[src/rtl/alu_pkg.sv]
// alu_pkg: shared definitions for the 8-bit ALU slice.
//   WIDTH            data-path width
//   OP_ADD..OP_SHR   3-bit opcode encodings
package alu_pkg;

    localparam int WIDTH = 8;

    localparam logic [2:0] OP_ADD = 3'b000;
    localparam logic [2:0] OP_SUB = 3'b001;
    localparam logic [2:0] OP_AND = 3'b010;
    localparam logic [2:0] OP_OR  = 3'b011;
    localparam logic [2:0] OP_XOR = 3'b100;
    localparam logic [2:0] OP_NOT = 3'b101;
    localparam logic [2:0] OP_SHL = 3'b110;
    localparam logic [2:0] OP_SHR = 3'b111;

endpackage

[src/rtl/alu_if.sv]
// alu_if: operand/result bundle between a requester and the ALU.
//   A, B, opcode, in_valid              request side (driven by master)
//   Result, Zero, Carry, Negative,
//   Overflow, out_valid                 response side (driven by slave)
interface alu_if;
    import alu_pkg::*;

    logic [WIDTH-1:0] A;
    logic [WIDTH-1:0] B;
    logic [2:0]       opcode;
    logic             in_valid;
    logic [WIDTH-1:0] Result;
    logic             Zero;
    logic             Carry;
    logic             Negative;
    logic             Overflow;
    logic             out_valid;

    modport master (
        output A, B, opcode, in_valid,
        input  Result, Zero, Carry, Negative, Overflow, out_valid
    );

    modport slave (
        input  A, B, opcode, in_valid,
        output Result, Zero, Carry, Negative, Overflow, out_valid
    );

endinterface

[src/rtl/alu_core.sv]
// alu_core: purely combinational datapath.
//   a, b      operands
//   opcode    operation select
//   result    8-bit truncated result
//   carry     carry-out / borrow / shifted-out bit, 0 for logic ops
//   overflow  signed overflow for ADD/SUB, 0 otherwise
module alu_core
    import alu_pkg::*;
(
    input  logic [WIDTH-1:0] a,
    input  logic [WIDTH-1:0] b,
    input  logic [2:0]       opcode,
    output logic [WIDTH-1:0] result,
    output logic             carry,
    output logic             overflow
);

    logic [WIDTH:0] wide;

    always_comb begin
        wide     = '0;
        result   = '0;
        carry    = 1'b0;
        overflow = 1'b0;
        case (opcode)
            OP_ADD: begin
                wide     = {1'b0, a} + {1'b0, b};
                result   = wide[WIDTH-1:0];
                carry    = wide[WIDTH];
                overflow = (a[WIDTH-1] == b[WIDTH-1]) && (result[WIDTH-1] != a[WIDTH-1]);
            end
            OP_SUB: begin
                // The 9th bit of a zero-extended subtraction is the borrow (a < b).
                wide     = {1'b0, a} - {1'b0, b};
                result   = wide[WIDTH-1:0];
                carry    = wide[WIDTH];
                overflow = (a[WIDTH-1] != b[WIDTH-1]) && (result[WIDTH-1] != a[WIDTH-1]);
            end
            OP_AND: result = a & b;
            OP_OR:  result = a | b;
            OP_XOR: result = a ^ b;
            OP_NOT: result = ~a;
            OP_SHL: begin
                result = {a[WIDTH-2:0], 1'b0};
                carry  = a[WIDTH-1];
            end
            OP_SHR: begin
                result = {1'b0, a[WIDTH-1:1]};
                carry  = a[0];
            end
            default: begin
                result = '0;
            end
        endcase
    end

endmodule

[src/rtl/alu_8bit.sv]
// alu_8bit: registered 8-bit ALU with one-cycle latency.
//   clk   rising-edge clock
//   rst   synchronous active-high reset, overrides in_valid
//   bus   alu_if slave: A/B/opcode/in_valid in, Result/flags/out_valid out
// Result and flags update only on an accepted operation and hold otherwise;
// out_valid pulses for exactly the cycle after each accepted operation.
module alu_8bit
    import alu_pkg::*;
(
    input  logic  clk,
    input  logic  rst,
    alu_if.slave  bus
);

    logic [WIDTH-1:0] core_result;
    logic             core_carry;
    logic             core_overflow;

    alu_core u_core (
        .a        (bus.A),
        .b        (bus.B),
        .opcode   (bus.opcode),
        .result   (core_result),
        .carry    (core_carry),
        .overflow (core_overflow)
    );

    always_ff @(posedge clk) begin
        if (rst) begin
            bus.Result    <= '0;
            bus.Zero      <= 1'b1;
            bus.Carry     <= 1'b0;
            bus.Negative  <= 1'b0;
            bus.Overflow  <= 1'b0;
            bus.out_valid <= 1'b0;
        end else if (bus.in_valid) begin
            bus.Result    <= core_result;
            bus.Zero      <= (core_result == '0);
            bus.Carry     <= core_carry;
            bus.Negative  <= core_result[WIDTH-1];
            bus.Overflow  <= core_overflow;
            bus.out_valid <= 1'b1;
        end else begin
            bus.out_valid <= 1'b0;
        end
    end

endmodule

[src/flat_wrapper.sv]
// flat-port wrapper written by rule: the top's interface ports become plain ports
module alu_8bit_flat import alu_pkg::*;
  (clk, rst, bus_A, bus_B, bus_opcode, bus_in_valid, bus_Result, bus_Zero, bus_Carry, bus_Negative, bus_Overflow, bus_out_valid);
  alu_if bus_i ();
  input  logic clk;
  input  logic rst;
  input wire logic [$bits(bus_i.A)-1:0] bus_A;
  input wire logic [$bits(bus_i.B)-1:0] bus_B;
  input wire logic [$bits(bus_i.opcode)-1:0] bus_opcode;
  input wire logic [$bits(bus_i.in_valid)-1:0] bus_in_valid;
  output wire logic [$bits(bus_i.Result)-1:0] bus_Result;
  output wire logic [$bits(bus_i.Zero)-1:0] bus_Zero;
  output wire logic [$bits(bus_i.Carry)-1:0] bus_Carry;
  output wire logic [$bits(bus_i.Negative)-1:0] bus_Negative;
  output wire logic [$bits(bus_i.Overflow)-1:0] bus_Overflow;
  output wire logic [$bits(bus_i.out_valid)-1:0] bus_out_valid;
  assign bus_i.A = bus_A;
  assign bus_i.B = bus_B;
  assign bus_i.opcode = bus_opcode;
  assign bus_i.in_valid = bus_in_valid;
  assign bus_Result = bus_i.Result;
  assign bus_Zero = bus_i.Zero;
  assign bus_Carry = bus_i.Carry;
  assign bus_Negative = bus_i.Negative;
  assign bus_Overflow = bus_i.Overflow;
  assign bus_out_valid = bus_i.out_valid;
  alu_8bit u_core (.clk(clk), .rst(rst), .bus(bus_i));
endmodule
[config.mk]
export PLATFORM = sky130hd
export DESIGN_NAME = alu_8bit_flat
export DESIGN_NICKNAME = d
export VERILOG_FILES = /design/src/rtl/alu_pkg.sv /design/src/rtl/alu_if.sv /design/src/rtl/alu_core.sv /design/src/rtl/alu_8bit.sv /design/src/flat_wrapper.sv
export SDC_FILE = /design/constraint.sdc
export NUM_CORES = 1
export LEC_CHECK = 0
export ABC_AREA = 1
export CAP_MARGIN = 5
export CORE_MARGIN = 8
export CORE_UTILIZATION = 40
export DETAILED_ROUTE_END_ITERATION = 10
export DONT_BUFFER_PORTS = 1
export GPL_ROUTABILITY_DRIVEN = 0
export PLACE_DENSITY = 0.65
export SYNTH_ARGS = -nofsm -noshare
export SYNTH_HDL_FRONTEND = slang
export SYNTH_SLANG_ARGS = --single-unit
[constraint.sdc]
create_clock -name clk -period 1.73 [get_ports clk]
set_clock_uncertainty 0.05 [all_clocks]
set_input_delay 0.173 -clock clk [delete_from_list [all_inputs] [get_ports clk]]
set_output_delay 0.173 -clock clk [all_outputs]
set_load 0.01 [all_outputs]
======== Word-level counts from Yosys, hierarchy flattened ========
Cells that the tools add are included.
cells by class
  reduce and logical (&&, ||, !) cells .... 4
  bitwise logic cells ..................... 4
  muxes and demuxes ....................... 4
  equal/unequal tests ..................... 11
  add/subtract/negate cells ............... 2
operators by type and width
  operator            number
  $pmux 8 s8          1
  $eq 3x3->1 const B  4
  $add 8x8->9         1
  $sub 8x8->9         1
  $and 8x8->8         1
  $logic_not 8->1     1
  $not 8->8           1
  $or 8x8->8          1
  $xor 8x8->8         1
  $eq 3x2->1 const B  2
  $pmux 1 s4          1
  $eq 3x1->1 const B  1
  $logic_not 3->1     1
  $ne 1x1->1          3
  $logic_and 1x1->1   2
  $pmux 1 s2          1
  $eq 1x1->1          1
  $mux 1              1
storage, ports and cells
  word-level logic and storage cells ...... 31
  bits in registers ....................... 13
  bits of input ports ..................... 22
  output and inout bits ................... 13

======== Longest topological paths before layout ========
Gate-level depths: netlist of the first run.
  depth in word-level cells ............... 4
  gate-level depth with buffers ........... 16
  gate-level depth less buffers ........... 15

======== By module ========
Synthesis of the first run repeated with hierarchy kept, for this count alone.
second synthesis, totals
  cells, all modules ...................... 322
  area, all modules ....................... 1930.6 sq um
modules (own cells, without submodules)
  module    cells an instance  sequential area each (sq um)  instances  area an instance (sq um)
  alu_core  265                0.0                           1          1436.4
  alu_8bit  57                 240.2                         1          494.2

======== Worst setup path before layout of the first run ========
Ideal clock, no wire load.
  kind .................................... input port to flip-flop
  start point ............................. input bus_A[0]
  end point ............................... register u_core.bus.Zero
  cell stages on the path ................. 13
  setup time .............................. 0.058 ns
  path buffers ............................ 0
  data required time ...................... 1.622 ns
  arrival ................................. 1.510 ns
  path slack .............................. 0.112 ns
  cells stage by stage .................... inv_1 > ha_1 > inv_1 > fa_1 > nand3_1 > nand2_1 > nor2_1 > nand3_1 > nor2_1 > nand2_1 > nor2_1 > nand3_1 > nand2_1
on the way
  cells in the longest elaborated chain, start to end .. 3
  elaborated cells between the ends (all ways) .. 8
  classes of those cells .................. 2 x add/sub; 1 x mux; 4 x bitwise; 1 x reduce/logical
RTL lines
  element                              line               source
  from (decl)                          flat_wrapper.sv:7  input wire logic [$bits(bus_i.A)-1:0] bus_A;
  $sub 8x8->9 (tied with other cells)  alu_core.sv:34     wide = {1'b0, a} - {1'b0, b};
  $pmux 8 s8 *                         alu_core.sv:25     case (opcode)
  $logic_not 8->1 *                    alu_8bit.sv:38     bus.Zero <= (core_result == '0);
  to (signal assigned)                 alu_8bit.sv:38
  to (decl)                            alu_if.sv:26       output Result, Zero, Carry, Negative, Overflow, out_valid
Mark *: on every way between the ends. The rest lies on a longest branch, timed or not.
A chain may end at the register's enable or synchronous reset.

======== Worst setup path in the final report of the first run ========
  start point ............................. input bus_B[5]
  end point ............................... register u_core.bus.Zero
on the way
  cells in the longest elaborated chain, start to end .. 3
  elaborated cells between the ends (all ways) .. 7
  classes of those cells .................. 2 x add/sub; 1 x mux; 3 x bitwise; 1 x reduce/logical
RTL lines
  element                              line               source
  from (decl)                          flat_wrapper.sv:8  input wire logic [$bits(bus_i.B)-1:0] bus_B;
  $sub 8x8->9 (tied with other cells)  alu_core.sv:34
  $pmux 8 s8 *                         alu_core.sv:25
  $logic_not 8->1 *                    alu_8bit.sv:38
Marked as above.

==> results.md, run 1 <==
- std cell rows: 25
- combined flip-flop and latch cell area: 240 µm²
- tightest slew margin relative to the limit: 0.716
- gr usage total: 0.164
- YS warnings: 0
- status: finished clean
- endpoints failing hold: 0
- pin count of the biggest net entering global routing: 22
- Antenna Violating Nets Remaining: 0
- total inserted antenna cells: 0
- setup repair after global routing missed its margin: false
- multi-input combinational cell area: 0.00147 mm²
- Main synth FF type: dfxtp_1
- max-capacitance violation count: 0
- area after detailed placement: 0.00213 mm²
- clock latency at the later pin of the worst-skew pair: 0.24 ns
- synthesized area per cell: 5.79 µm²
- fill count: 552
- Max Slew Vio Count: 0
- Post-Synthesis Net Count: 389
- die boundary height: 86.2 µm
- static leakage: 1.18 nW
- setup_tns: 0 ns
- area of all placed cells without fillers: 0.00221 mm²
- number of global-route vias before repair: 2091
- number of library cell types mapped by synthesis: 30
- clock buffer count from CTS: 3
- via density per instance: 5.34
- number of I/O port buffers: 0
- routed wirelength normalized by instance count: 14.3 µm
- setup repair bufs after CTS: 0
- Fin Hold WS: 0.0261 ns
- crit path max fanout: 8
- global-route wire length before repair: 9920 µm
- pin slew with the least headroom to its limit: 0.425 ns
- drt drc: 0
- fraction of final layout cells with drive strength greater than 1: 0.118
- arrival time at the worst endpoint: 1.72 ns
- combined area of all synthesized cells: 0.00197 mm²
- Post-Layout Cell Count: 424
- CTS clk-pin slew, worst paths: 0.05 ns
- CP Data Required Time: 1.87 ns
- cell area power density: 509 mW/mm²
- maximum clock frequency: 0.630 GHz
- Final Util: 0.465
- total clock sinks: 12
- asr flop ratio synth: 0
- maximum clock insertion buffer count: 2
- ports placed on the boundary: 35
- min Tclk post-route: 1.59 ns
- Die Span X: 86.2 µm
- drt initial violations: 174
- Worst Hold Class: input port to flip-flop
- Worst setup EP type: flip-flop
- clock tree from TritonCTS: yes
- vias: 2263
- half-perimeter wire length after placement: 4940 µm
- Core ar.: 0.00475 mm²
- kind of start point of the critical path: input port
- grt ovf: 0
- number of enable flip-flop cells after synthesis: 0
- area of the die: 0.00744 mm²
- post-synthesis sequential element count: 12
- Area Overhead vs Synth: 12.1%
- portion of the post-synthesis area used by sequential elements: 0.122
- H-tree depth: 1
- CTS Root Buffer Type: clkbuf_8
- Initial Util: 0.415
- worst vdd ir: 0.000283 V
- instance count after placement with tap cells included: 418
- final period utilization: 0.918
- start-to-end type of the worst setup path: input port to flip-flop
- Total Nets Final: 406
- Post-Synthesis Cells: 341
- setup violators final: 0
- final routed wirelength across all metal layers: 6050 µm
- first-pass iteration count of the detailed router: 5
- initial antenna violation count: 0
-- metrics by stage --
stage,setup WS (ns),power (mW)
final,0.142,1.13
after global routing,0.00557,1.22
after CTS,0.148,1.12
after detailed placement,-0.0917,0.817
after global placement,-0.0934,0.813
after floorplan,0.112,0.687
-- routing by layer --
layer / wire length (µm) / track usage / part of all wire
met1: 2620 / 0.207 / 0.43
met5: 0 / 0 / 0
met3: 623 / 0.0265 / 0.10
met2: 2710 / 0.276 / 0.45
met4: 107 / 0.0516 / 0.018
-- state kept, by name (all words and copies together) (netlist names) --
name	flops
u_core.bus.Result	7
u_core.bus.Negative	1
u_core.bus.Zero	1
u_core.bus.Overflow	1
u_core.bus.out_valid	1
u_core.bus.Carry	1
-- power breakdown --
group          leakage, nW  internal, mW  total (mW)  switching, mW
logic                 1.05         0.204       0.504          0.300
registers           0.0996         0.299       0.325         0.0256
clock network       0.0288         0.201       0.298         0.0978
total                 1.18         0.703        1.13          0.423
-- final cells by class --
type / count / area share
Multi-Input combinational cell: 269 / 0.665
Sequential cell: 12 / 0.109
Timing Repair Buffer: 23 / 0.0803
Inverter: 49 / 0.0831
Clock buffer: 4 / 0.0249
Tap cell: 67 / 0.0379
-- synth_stat cells (3+ instances only) --
| cell | number | share of area |
|---|---|---|
| buf_4 | 5 | 0.019 |
| nand3_2 | 3 | 0.015 |
| buf_6 | 3 | 0.017 |
| nor2_2 | 3 | 0.0095 |
| nand4_1 | 16 | 0.051 |
| o21ai_1 | 4 | 0.010 |
| nor2_1 | 53 | 0.10 |
| o211ai_1 | 3 | 0.011 |
| inv_1 | 45 | 0.086 |
| a21oi_1 | 14 | 0.036 |
| inv_2 | 4 | 0.0076 |
| nand3_1 | 44 | 0.11 |
| o21ai_0 | 9 | 0.023 |
| nand2_1 | 81 | 0.15 |
| dfxtp_1 | 12 | 0.12 |
| ha_1 | 24 | 0.15 |
-- cells in the final DEF (no fill, tap or decap), types with 2 or more instances in the layout --
cell type and n:
a21oi_1 14, buf_4 21, clkbuf_8 4, dfxtp_1 12, dlygate4sd3_1 2, fa_1 2
ha_1 22, ha_2 2, inv_1 45, inv_2 4, nand2_1 81, nand2_2 2
nand3_1 44, nand3_2 3, nand4_1 16, nor2_1 52, nor2_2 4, o211ai_1 3
o21ai_0 9, o21ai_1 4, xor2_1 2
-- worst max-delay path: stages --
cell and delay [ns]:
inv_1 0.03, ha_1 0.40, nor2_1 0.26, nand4_1 0.21, nand3_1 0.14, nand2_1 0.05
nand3_1 0.06, nand2_1 0.05, nor2_1 0.18, nand3_1 0.10, nand2_1 0.06
-- worst paths after layout --
path | startpoint | endpoint | slack, ns | cells past startpoint
max | bus_B[5] | u_core.bus.Zero$_SDFFE_PP1P_ | 0.14 | 11
min | rst | u_core.bus.Overflow$_SDFFE_PP0P_ | 0.03 | 3
max reg2reg | u_core.bus.Negative$_SDFFE_PP0P_ | u_core.bus.Negative$_SDFFE_PP0P_ | 0.87 | 4
min reg2reg | u_core.bus.Carry$_SDFFE_PP0P_ | u_core.bus.Carry$_SDFFE_PP0P_ | 0.47 | 2
-- cells by family after synthesis --
group	Yosys count	synth area share
adders and majority gates	26	0.172
and+or+nand+nor	207	0.466
xor gates and xnor gates	2	0.00888
buffers and inverters	60	0.136
DFF	12	0.122
AOI/OAI and AO/OA	34	0.0945
-- timing repair --
item,CTS,global route
hold endpoints to repair,6,0
hold buffers,2,0
resized for setup,0,3
setup endpoints to repair,0,2
Note: power is estimated with default switching activity, not from simulation.
==> run 2, diff against run 1 <==
Settings changed: REMOVE_ABC_BUFFERS set to 1.
==> results.md, run 2 (synthesis gave the netlist of run 1 again) <==
- most common cell after layout, fill and taps aside: nand2_1
- start-to-end type of the worst setup path: input port to flip-flop
- number of I/O port buffers: 0, unchanged
- worst slack at placement: -0.0599 ns, +0.0319 ns
- total inserted antenna cells: 0, unchanged
- CTS Root Buffer Type: clkbuf_8
- final routed wirelength across all metal layers: 5850 µm, -3.4%
- H-tree depth: 1, unchanged
- drt initial violations: 230, +32%
- Switch Pwr: 0.430 mW, +1.7%
- grt ovf: 0, unchanged
- vias: 2202, -2.7%
- Area Overhead vs Synth: 11.3%
- ports placed on the boundary: 35, unchanged
- half-perimeter wire length after placement: 4640 µm, -6.1%
- initial antenna violation count: 0, unchanged
- fraction of final layout cells with drive strength greater than 1: 0.116, -0.00183
- Largest register FFs: 7, unchanged
- logic gate share of total power: 0.436, -0.011
- endpoints failing hold: 0, unchanged
- die boundary height: 86.2 µm, unchanged
- Total Nets Final: 403, -0.74%
- maximum clock insertion buffer count: 2, unchanged
- Final Util: 0.462, -0.00342
- slack of the critical path: 0.226 ns, +0.0842 ns
- CP Data Required Time: 1.87 ns, about the same
- drt drc: 0, unchanged
- commonest non-fill, non-tap cells in the layout: 81 x nand2_1, 52 x nor2_1, 45 x inv_1
- final period utilization: 0.869, -0.0487
- max-capacitance violation count: 0, unchanged
- setup violators final: 0, unchanged
- via density per instance: 5.23, -2.0%
- routed wirelength normalized by instance count: 13.9 µm, -2.7%
- Initial Util: 0.415, unchanged
- r2r startpoint: u_core.bus.Negative$_SDFFE_PP0P_
- power share of the sequential group: 0.286, -0.002
- first-pass iteration count of the detailed router: 4, -1
- register with the most flip-flops: u_core.bus.Result
- maximum clock frequency: 0.665 GHz, +5.6%
- Reg2Reg Setup Slack: 0.92 ns, +0.05 ns
- end of the worst hold path: u_core.bus.Overflow$_SDFFE_PP0P_
- std cell rows: 25, unchanged
- part of the total power dissipated in the clock network: 0.278, +0.013
- Int Power: 0.700 mW, -0.49%
- worst vdd ir: 0.000250 V, -12%
- worst reg2reg path depth: 4, unchanged
- kind of start point of the critical path: input port
- Antenna Violating Nets Remaining: 0, unchanged
- total clock sinks: 12, unchanged
- cell area power density: 515 mW/mm², +1.1%
- min Tclk post-route: 1.50 ns, -0.0842 ns
- static leakage: 1.16 nW, -1.4%
- area of the die: 0.00744 mm², unchanged
- status: finished clean
- hold path startpoint: rst
- clock tree from TritonCTS: yes
- number of global-route vias before repair: 2045, -2.2%
- global-route wire length before repair: 9780 µm, -1.4%
- Die Span X: 86.2 µm, unchanged
- tightest slew margin relative to the limit: 0.664, -0.0520
- Worst setup EP type: flip-flop
- CTS clk-pin slew, worst paths: 0.06 ns, about the same
- pin slew with the least headroom to its limit: 0.503 ns, +0.0777 ns
- total power draw: 1.13 mW, +0.33%
- setup repair after global routing missed its margin: false
- Worst Hold Depth: 3, unchanged
- arrival time at the worst endpoint: 1.65 ns, -0.07 ns
- capture point of the worst reg-to-reg path: u_core.bus.Negative$_SDFFE_PP0P_
- clock buffer count from CTS: 3, unchanged
- pin count of the biggest net entering global routing: 22, unchanged
- gr usage total: 0.159, -0.00466
- crit path max fanout: 5, -3
- Sw Share: 0.381, +0.00512
- Worst Hold Class: input port to flip-flop
- clock latency at the later pin of the worst-skew pair: 0.24 ns, about the same
- Core ar.: 0.00475 mm², unchanged
- Max Slew Vio Count: 0, unchanged
- setup repair bufs after CTS: 0, unchanged
==> run 2: changes by cell type in the layout (fill, tap and decap cells not counted) <==
| cell | previous run | this run |
|---|---|---|
| o21ai_0 | 9 | 8 |
| a21oi_1 | 14 | 13 |
| o21ai_1 | 4 | 5 |
| buf_4 | 21 | 18 |
| a21oi_2 | 0 | 1 |
| ha_1 | 22 | 21 |
| ha_2 | 2 | 3 |
==> run 2: what timing repair did <==
| item | in CTS | in global routing |
|---|---|---|
| resized for setup | 0 | 6 |
| hold buffers | 2 | 0 |
| hold endpoints to repair | 6 | 0 |
| endpoints found under the setup margin | 0 | 2 |
==> run 2: worst max-delay path: stages <==
cell	delay, ns
inv_1	0.05
ha_1	0.14
inv_1	0.05
fa_1	0.43
nand3_1	0.14
nand3_1	0.08
nand3_1	0.09
nand2_1	0.06
nor2_1	0.13
nand2_1	0.06
nor2_1	0.11
nand3_1	0.08
nand2_1	0.05
==> run 2: worst max path at each step <==
stage                         from                                to  slack (ns)  cells after the start
final                     bus_A[0]      u_core.bus.Zero$_SDFFE_PP1P_        0.23                     13
after global routing      bus_A[0]      u_core.bus.Zero$_SDFFE_PP1P_        0.01                     15
after CTS                 bus_B[4]  u_core.bus.Negative$_SDFFE_PP0P_        0.19                     11
after detailed placement  bus_B[4]  u_core.bus.Negative$_SDFFE_PP0P_       -0.06                     11
after global placement    bus_A[0]      u_core.bus.Zero$_SDFFE_PP1P_       -0.03                     13
after floorplan           bus_A[0]      u_core.bus.Zero$_SDFFE_PP1P_        0.11                     15
==> run 2: final cells by class <==
cell class                 count  area, µm²
timing repair buffer          20        155
tap                           67       83.8
sequential                    12        240
fill                         535       2560
clock buffer                   4       55.1
multi-input combinational    269       1480
inverter                      49        184
==> run 2: per-stage QoR <==
| step | cells | TNS (ns) | hold slack, ns | instance area (µm²) |
|---|---|---|---|---|
| 6_report | 421 | 0 | 0.0246 | 2200 |
| 4_1_cts | 421 | 0 | 0.0225 | 2180 |
| 2_1_floorplan | 330 | 0 | 0.192 | 1890 |
| 3_3_place_gp | 415 | -0.0373 | 0.196 | 2110 |
| 5_1_grt | 421 | 0 | 0.0273 | 2200 |
| 3_5_place_dp | 415 | -0.102 | 0.197 | 2110 |
==> run 2: power by group through the flow <==
stage          clock network [mW]  logic, mW  registers [mW]
3_3_place_gp                    0      0.472           0.331
4_1_cts                     0.313      0.481           0.325
5_1_grt                     0.331      0.560           0.327
3_5_place_dp                    0      0.472           0.331
2_1_floorplan                   0      0.327           0.325
6_report                    0.314      0.493           0.323
==> run 2: layer usage <==
| metal | part of all wire | up-vias | GRT usage |
|---|---|---|---|
| li1 | - | 1126 | - |
| met1 | 0.44 | 994 | 0.198 |
| met2 | 0.49 | 74 | 0.275 |
| met3 | 0.067 | 8 | 0.0293 |
| met4 | 0.010 | 0 | 0.0376 |
| met5 | 0 | - | 0 |
==> run 3, diff against run 2 <==
Settings changed: REMOVE_ABC_BUFFERS 1 to unset.
==> results of run 3 <==
Final layout, timing and power as in run 1 (identical DEF).
